$ cat config.mk
export PLATFORM = sky130hd
export DESIGN_NAME = mult_sequencer
export DESIGN_NICKNAME = d
export VERILOG_FILES = /design/src/rtl/mult_sequencer_pkg.sv /design/src/rtl/mult_datapath.sv /design/src/rtl/mult_sequencer.sv
export SDC_FILE = /design/constraint.sdc
export NUM_CORES = 1
export LEC_CHECK = 0
export ABC_AREA = 1
export CORE_ASPECT_RATIO = 1.25
export CORE_MARGIN = 2
export CORE_UTILIZATION = 45
export DETAILED_ROUTE_END_ITERATION = 8
export HOLD_SLACK_MARGIN = 0.08
export PLACE_DENSITY = 0.68
export SLEW_MARGIN = 20
export SYNTH_ARGS = -nofsm -noshare
export SYNTH_HDL_FRONTEND = slang
export SYNTH_SLANG_ARGS = --single-unit
$ cat constraint.sdc
create_clock -name clk -period 2.6 [get_ports clk]
set_input_delay 0.26 -clock clk [delete_from_list [all_inputs] [get_ports clk]]
set_output_delay 0.26 -clock clk [all_outputs]
set_load 0.005 [all_outputs]
$ cat src/rtl/mult_sequencer_pkg.sv
// ----------------------------------------------------------------------------
// mult_sequencer_pkg
// Shared definitions for the multi-cycle signed multiplier:
//   - state_t     : FSM state encoding (IDLE, CALC, SIGN, DONE)
//   - FUNC_MULT   : function code the instruction decoder steers to this
//                   block instead of the ALU (alu_control keeps MULT_OP)
//   - state_is_busy : helper telling whether a state stalls the pipeline
// ----------------------------------------------------------------------------
package mult_sequencer_pkg;

   typedef enum logic [1:0] {
      IDLE = 2'd0,
      CALC = 2'd1,
      SIGN = 2'd2,
      DONE = 2'd3
   } state_t;

   localparam logic [5:0] FUNC_MULT = 6'b011000;

   // The pipeline is stalled while the product is being formed or signed.
   function automatic logic state_is_busy(input state_t st);
      logic res;
      case (st)
         CALC:    res = 1'b1;
         SIGN:    res = 1'b1;
         default: res = 1'b0;
      endcase
      return res;
   endfunction

endpackage

$ cat src/rtl/mult_datapath.sv
// ----------------------------------------------------------------------------
// mult_datapath
// Radix-2 shift-add magnitude multiplier with final two's-complement fixup.
// Ports:
//   clk, arst_n     : clock, asynchronous active-low reset
//   load            : capture |op_a|, |op_b| and the product sign, clear acc
//   step            : one shift-add iteration
//   write           : copy the (sign-corrected) accumulator into hi/lo
//   op_a, op_b      : signed operands
//   hi, lo          : registered upper/lower product halves
// ----------------------------------------------------------------------------
module mult_datapath
   import mult_sequencer_pkg::*;
#(
   parameter int WIDTH = 32
) (
   input  logic             clk,
   input  logic             arst_n,
   input  logic             load,
   input  logic             step,
   input  logic             write,
   input  logic [WIDTH-1:0] op_a,
   input  logic [WIDTH-1:0] op_b,
   output logic [WIDTH-1:0] hi,
   output logic [WIDTH-1:0] lo
);

   localparam logic [WIDTH-1:0]   ONE_W  = {{(WIDTH-1){1'b0}}, 1'b1};
   localparam logic [2*WIDTH-1:0] ONE_2W = {{(2*WIDTH-1){1'b0}}, 1'b1};

   logic [WIDTH-1:0]   mcand_r;
   logic [WIDTH-1:0]   mplier_r;
   logic [2*WIDTH-1:0] acc_r;
   logic               sign_r;
   logic [WIDTH-1:0]   hi_r;
   logic [WIDTH-1:0]   lo_r;

   logic [WIDTH-1:0]   mag_a_s;
   logic [WIDTH-1:0]   mag_b_s;
   logic [WIDTH:0]     addend_s;
   logic [WIDTH:0]     sum_s;
   logic [2*WIDTH-1:0] shift_s;
   logic [2*WIDTH-1:0] result_s;

   // Operand magnitudes, shift-add step and final negate.
   always_comb begin
      // The most negative value negates to itself; read as unsigned it is
      // exactly 2^(WIDTH-1), so no extra bit is needed.
      if (op_a[WIDTH-1]) begin
         mag_a_s = ~op_a + ONE_W;
      end else begin
         mag_a_s = op_a;
      end
      if (op_b[WIDTH-1]) begin
         mag_b_s = ~op_b + ONE_W;
      end else begin
         mag_b_s = op_b;
      end
      if (mplier_r[0]) begin
         addend_s = {1'b0, mcand_r};
      end else begin
         addend_s = {(WIDTH+1){1'b0}};
      end
      // WIDTH+1-bit sum keeps the carry, which shifts into the top bit.
      sum_s   = {1'b0, acc_r[2*WIDTH-1:WIDTH]} + addend_s;
      shift_s = {sum_s, acc_r[WIDTH-1:1]};
      if (sign_r) begin
         result_s = ~acc_r + ONE_2W;
      end else begin
         result_s = acc_r;
      end
   end

   // Operand, sign and accumulator registers.
   always_ff @(posedge clk or negedge arst_n) begin
      if (!arst_n) begin
         mcand_r  <= {WIDTH{1'b0}};
         mplier_r <= {WIDTH{1'b0}};
         acc_r    <= {(2*WIDTH){1'b0}};
         sign_r   <= 1'b0;
      end else if (load) begin
         mcand_r  <= mag_a_s;
         mplier_r <= mag_b_s;
         acc_r    <= {(2*WIDTH){1'b0}};
         sign_r   <= op_a[WIDTH-1] ^ op_b[WIDTH-1];
      end else if (step) begin
         acc_r    <= shift_s;
         mplier_r <= {1'b0, mplier_r[WIDTH-1:1]};
      end else begin
         acc_r    <= acc_r;
         mplier_r <= mplier_r;
      end
   end

   // Result registers: only the write strobe updates them, so an aborted
   // operation leaves the previous product visible.
   always_ff @(posedge clk or negedge arst_n) begin
      if (!arst_n) begin
         hi_r <= {WIDTH{1'b0}};
         lo_r <= {WIDTH{1'b0}};
      end else if (write) begin
         hi_r <= result_s[2*WIDTH-1:WIDTH];
         lo_r <= result_s[WIDTH-1:0];
      end else begin
         hi_r <= hi_r;
         lo_r <= lo_r;
      end
   end

   assign hi = hi_r;
   assign lo = lo_r;

endmodule

$ cat src/rtl/mult_sequencer.sv
// ----------------------------------------------------------------------------
// mult_sequencer
// Multi-cycle signed WIDTH x WIDTH multiplier with a 2*WIDTH-bit result.
// Latency is WIDTH+2 cycles from the start edge to the done edge.
// Ports:
//   clk, arst_n  : clock, asynchronous active-low reset
//   start        : request a multiply (sampled in IDLE only, never queued)
//   op_a, op_b   : signed operands
//   flush        : abort the operation in progress (wins over start/write)
//   busy         : high in CALC and SIGN; stalls the pipeline
//   done         : one-cycle pulse when hi/lo hold a new product
//   hi, lo       : registered product halves
// ----------------------------------------------------------------------------
module mult_sequencer
   import mult_sequencer_pkg::*;
#(
   parameter int WIDTH = 32,
   parameter int CNT_W = 6
) (
   input  logic             clk,
   input  logic             arst_n,
   input  logic             start,
   input  logic [WIDTH-1:0] op_a,
   input  logic [WIDTH-1:0] op_b,
   input  logic             flush,
   output logic             busy,
   output logic             done,
   output logic [WIDTH-1:0] hi,
   output logic [WIDTH-1:0] lo
);

   localparam logic [CNT_W-1:0] LAST_CNT = CNT_W'(WIDTH - 1);
   localparam logic [CNT_W-1:0] ONE_CNT  = {{(CNT_W-1){1'b0}}, 1'b1};

   state_t           state_r;
   logic [CNT_W-1:0] cnt_r;
   logic             busy_r;
   logic             done_r;

   logic             load_s;
   logic             step_s;
   logic             write_s;

   // Datapath strobes decoded from the current state; flush suppresses all.
   always_comb begin
      load_s  = 1'b0;
      step_s  = 1'b0;
      write_s = 1'b0;
      case (state_r)
         IDLE:    load_s  = start & ~flush;
         CALC:    step_s  = ~flush;
         SIGN:    write_s = ~flush;
         default: begin
            load_s  = 1'b0;
            step_s  = 1'b0;
            write_s = 1'b0;
         end
      endcase
   end

   // Control FSM with registered busy/done.
   always_ff @(posedge clk or negedge arst_n) begin
      if (!arst_n) begin
         state_r <= IDLE;
         cnt_r   <= {CNT_W{1'b0}};
         busy_r  <= 1'b0;
         done_r  <= 1'b0;
      end else begin
         case (state_r)
            IDLE: begin
               done_r <= 1'b0;
               if (start && !flush) begin
                  state_r <= CALC;
                  cnt_r   <= {CNT_W{1'b0}};
                  busy_r  <= state_is_busy(CALC);
               end else begin
                  state_r <= IDLE;
                  busy_r  <= 1'b0;
               end
            end
            CALC: begin
               done_r <= 1'b0;
               if (flush) begin
                  state_r <= IDLE;
                  busy_r  <= 1'b0;
               end else if (cnt_r == LAST_CNT) begin
                  // Last of WIDTH steps: the magnitude product is complete.
                  state_r <= SIGN;
                  cnt_r   <= cnt_r + ONE_CNT;
                  busy_r  <= state_is_busy(SIGN);
               end else begin
                  state_r <= CALC;
                  cnt_r   <= cnt_r + ONE_CNT;
                  busy_r  <= 1'b1;
               end
            end
            SIGN: begin
               busy_r <= 1'b0;
               if (flush) begin
                  state_r <= IDLE;
                  done_r  <= 1'b0;
               end else begin
                  state_r <= DONE;
                  done_r  <= 1'b1;
               end
            end
            DONE: begin
               // start is deliberately not looked at here.
               state_r <= IDLE;
               busy_r  <= 1'b0;
               done_r  <= 1'b0;
            end
            default: begin
               state_r <= IDLE;
               cnt_r   <= {CNT_W{1'b0}};
               busy_r  <= 1'b0;
               done_r  <= 1'b0;
            end
         endcase
      end
   end

   mult_datapath #(
      .WIDTH (WIDTH)
   ) u_datapath (
      .clk    (clk),
      .arst_n (arst_n),
      .load   (load_s),
      .step   (step_s),
      .write  (write_s),
      .op_a   (op_a),
      .op_b   (op_b),
      .hi     (hi),
      .lo     (lo)
   );

   assign busy = busy_r;
   assign done = done_r;

endmodule

==> reports/metrics.yaml <==
outcome:
  run_status: "complete, no violations"
sta:
  setup_tns_ns: 0
  setup_viol: 0
  tightest_slew_ns: 0.724
  min_period_ns: 2.35
  fin_skew_ns: 0.0243
  relSlewSlack_pct: 51.7
  rsz0062_at_grt: "no"
  slew_violations: 0
  max_freq_mhz: 425
  fin_crit_sh_pct: 90.6
  hold_viol_final: 0
setup_path:
  crit_path_start_kind: "flop"
  reg2reg_from: "u_datapath.mplier_r[0]"
  cp.required_ns: 3.02
  reg2reg_slack_ns: 0.25
  critical_path.max_fanout: 30
  end_kind: "flop"
  reg2reg_to: "u_datapath.acc_r[60]"
  rr_worst_depth: 14
  arrival_ns: 2.77
  path_class: "flop to flop"
routing:
  via_per_inst: 5.16
  drc: 0
  antenna_left: 0
  dr.pass1.iters: 5
  vias: 14300
  wire_per_inst_um: 15.4
  totalWireLength_um: 42900
  initialDrtViolationCount: 923
cts:
  cts_resized: 0
  cts_setup_buffers: 0
  h-tree-depth: 1
  cts_tree: "done"
  clkLatencyLatePin_ns: 0.55
  root_buffer: "clkbuf_16"
  numCtsBuffers: 22
  clockBufferDepth: 3
  clkSinkCount: 203
  clk_transition_reported_paths_ns: 0.06
  hold_buffers: 1
global_route:
  grt-ovfl-total: 0
  grt_pass1_wl_um: 70800
  grt_max_degree: 81
  grt_pass1_vias: 13900
  grt_use_total_pct: 26.5
  antenna_found_initial: 0
logic_synthesis:
  ys.flop_type: "dfrtp_1"
  yosys_register_bits: 203
  synth-edff-count: 0
  yosysUniqueCellTypes: 47
  synthMuxAreaShare_pct: 0.0699
  yosys_warnings: 0
  syn_nets: 2342
  synthCells: 2237
  synth.area.top_cells: "dfrtp_1 (35%), nand2_1 (21%), inv_1 (7.4%)"
  synth_compound_area_share_pct: 10.7
  async_reset_ff_share_pct: 100
  syn_area_per_cell_um2: 6.40
  synthXorXnorAreaFrac_pct: 2.87
  yosys.area.top_type: "dfrtp_1"
  synthAdderAreaFrac_pct: 3.28
  syn_area_um2: 14300
  synth_top_area_share_pct: 35.5
  yosys.area_share.simple_pct: 38.0
  synth_top_family_by_area: "simple AND/OR/NAND/NOR gates"
  yosysSeqAreaShare_pct: 35.5
floorplan:
  start_util_pct: 45.3
  ios: 134
  die_h_um: 203
  fp-row-count: 73
  dieArea_um2: 33300
  core_um2: 31600
  die_w_um: 164
placement:
  place_congestion: 0.973
  numPortBuffers: 133
  hpwlAfterDp_um: 33100
finish:
  drive_gt1_share_pct: 4.44
  multi_input_area_um2: 7870
  final_common_cell: "nand2_1"
  syn_to_final_growth_pct: 18.2
  final_cell_mix: "nand2_1 (789), inv_1 (283), nor2_1 (255)"
  final_core_util_pct: 53.6
  seq_area_um2: 5080
  fillers: 3308
  diodes: 0
  nNetsFinal: 2456
flow_run:
  maxCapViolations: 0
min_path:
  hold_path.class: "primary input to async pin"
power:
  peakVddDrop_mv: 0.437
  powerDensity_nw_per_um2: 738
  power_leakage_nw: 8.87
-- cells in the mapped netlist (10+ instances only) --
library cell and count:
nand2_1 791, nor2_1 255, xor2_1 39, o21ai_0 137
inv_1 284, o21ai_1 13, buf_2 28, dfrtp_1 203
nand3b_1 11, o22ai_1 37, nand3_1 171, nand4_1 37
ha_1 36, nor3_1 14, a21oi_1 59, nand2_2 10
clkbuf_1 36
-- worst max path at each step --
| stage | from | endpoint | slack, ns | cells past startpoint |
|---|---|---|---|---|
| final | u_datapath.mplier_r[0] | u_datapath.acc_r[60] | 0.25 | 14 |
| after global routing | u_datapath.mplier_r[0] | u_datapath.acc_r[47] | 0.01 | 15 |
| after CTS | u_datapath.mplier_r[0] | u_datapath.acc_r[60] | 0.26 | 14 |
| after detailed placement | u_datapath.mplier_r[0] | u_datapath.acc_r[60] | 0.29 | 14 |
| after global placement | u_datapath.mplier_r[0] | u_datapath.acc_r[60] | 0.30 | 14 |
| after floorplan | u_datapath.mplier_r[0] | u_datapath.acc_r[47] | 0.23 | 17 |
-- logic make-up (layout without fill, tap and decap cells) --
logic type,after synthesis,count (layout)
and+or+nand+nor,1316,1316
buffers and inverters,357,485
AOI/OAI and AO/OA,276,276
DFF,203,203
xor gates and xnor gates,47,47
adders and majority gates,37,37
muxes,1,1
-- cell type report --
| type | count | area share [%] |
|---|---|---|
| clock buffer | 27 | 3.54 |
| clock inverter | 11 | 0.798 |
| inverter | 288 | 6.39 |
| multi-input combinational | 1677 | 46.5 |
| sequential | 203 | 30.0 |
| tap | 412 | 3.05 |
| timing repair buffer | 159 | 9.72 |
-- metrics by stage --
| step | hold WS [ns] | setup WS (ns) | area [um2] | cells | total power [mW] |
|---|---|---|---|---|---|
| floorplan | -0.0356 | 0.226 | 14300 | 2237 | 7.50 |
| global placement | 0.312 | 0.300 | 16200 | 2738 | 9.25 |
| detailed placement | 0.318 | 0.289 | 16200 | 2738 | 9.30 |
| CTS | 0.296 | 0.256 | 16900 | 2777 | 12.5 |
| global route | 0.332 | 0.0125 | 16900 | 2777 | 13.4 |
| finish | 0.299 | 0.245 | 16900 | 2777 | 12.5 |
-- sequential cells by signal, indices dropped and copies added, names as in the netlist --
register / flops
u_datapath.sign_r: 1
u_datapath.mcand_r: 32
done: 1
u_datapath.acc_r: 64
u_datapath.mplier_r: 32
u_datapath.lo: 32
state_r: 2
busy: 1
u_datapath.hi: 32
cnt_r: 6
-- routing by layer --
| layer | up-vias | part of all wire (%) | track usage [%] |
|---|---|---|---|
| met3 | 102 | 4.6 | 2.20 |
| li1 | 7329 | - | - |
| met5 | - | 0 | 0 |
| met1 | 6515 | 45 | 34.9 |
| met2 | 394 | 46 | 44.3 |
| met4 | 0 | 4.7 | 12.1 |
-- critical path, cell delays in order, from the launching register on --
cell and delay [ns]:
dfrtp_1 0.43, buf_12 0.18, nand2_1 0.06, inv_1 0.05, ha_1 0.34, nand2_1 0.12, nor2_1 0.25, and2_1 0.17
nand2_1 0.05, nand2_1 0.19, nand2_1 0.13, nand2_1 0.08, nand2_1 0.05, nand3_1 0.06, nand2_1 0.05
-- report_power, final --
group,switching (mW),total [mW],internal (mW)
Sequential,0.532,4.22,3.69
Clock,1.35,3.20,1.85
Combinational,3.31,5.07,1.77
(Power assumes the default switching activity.)
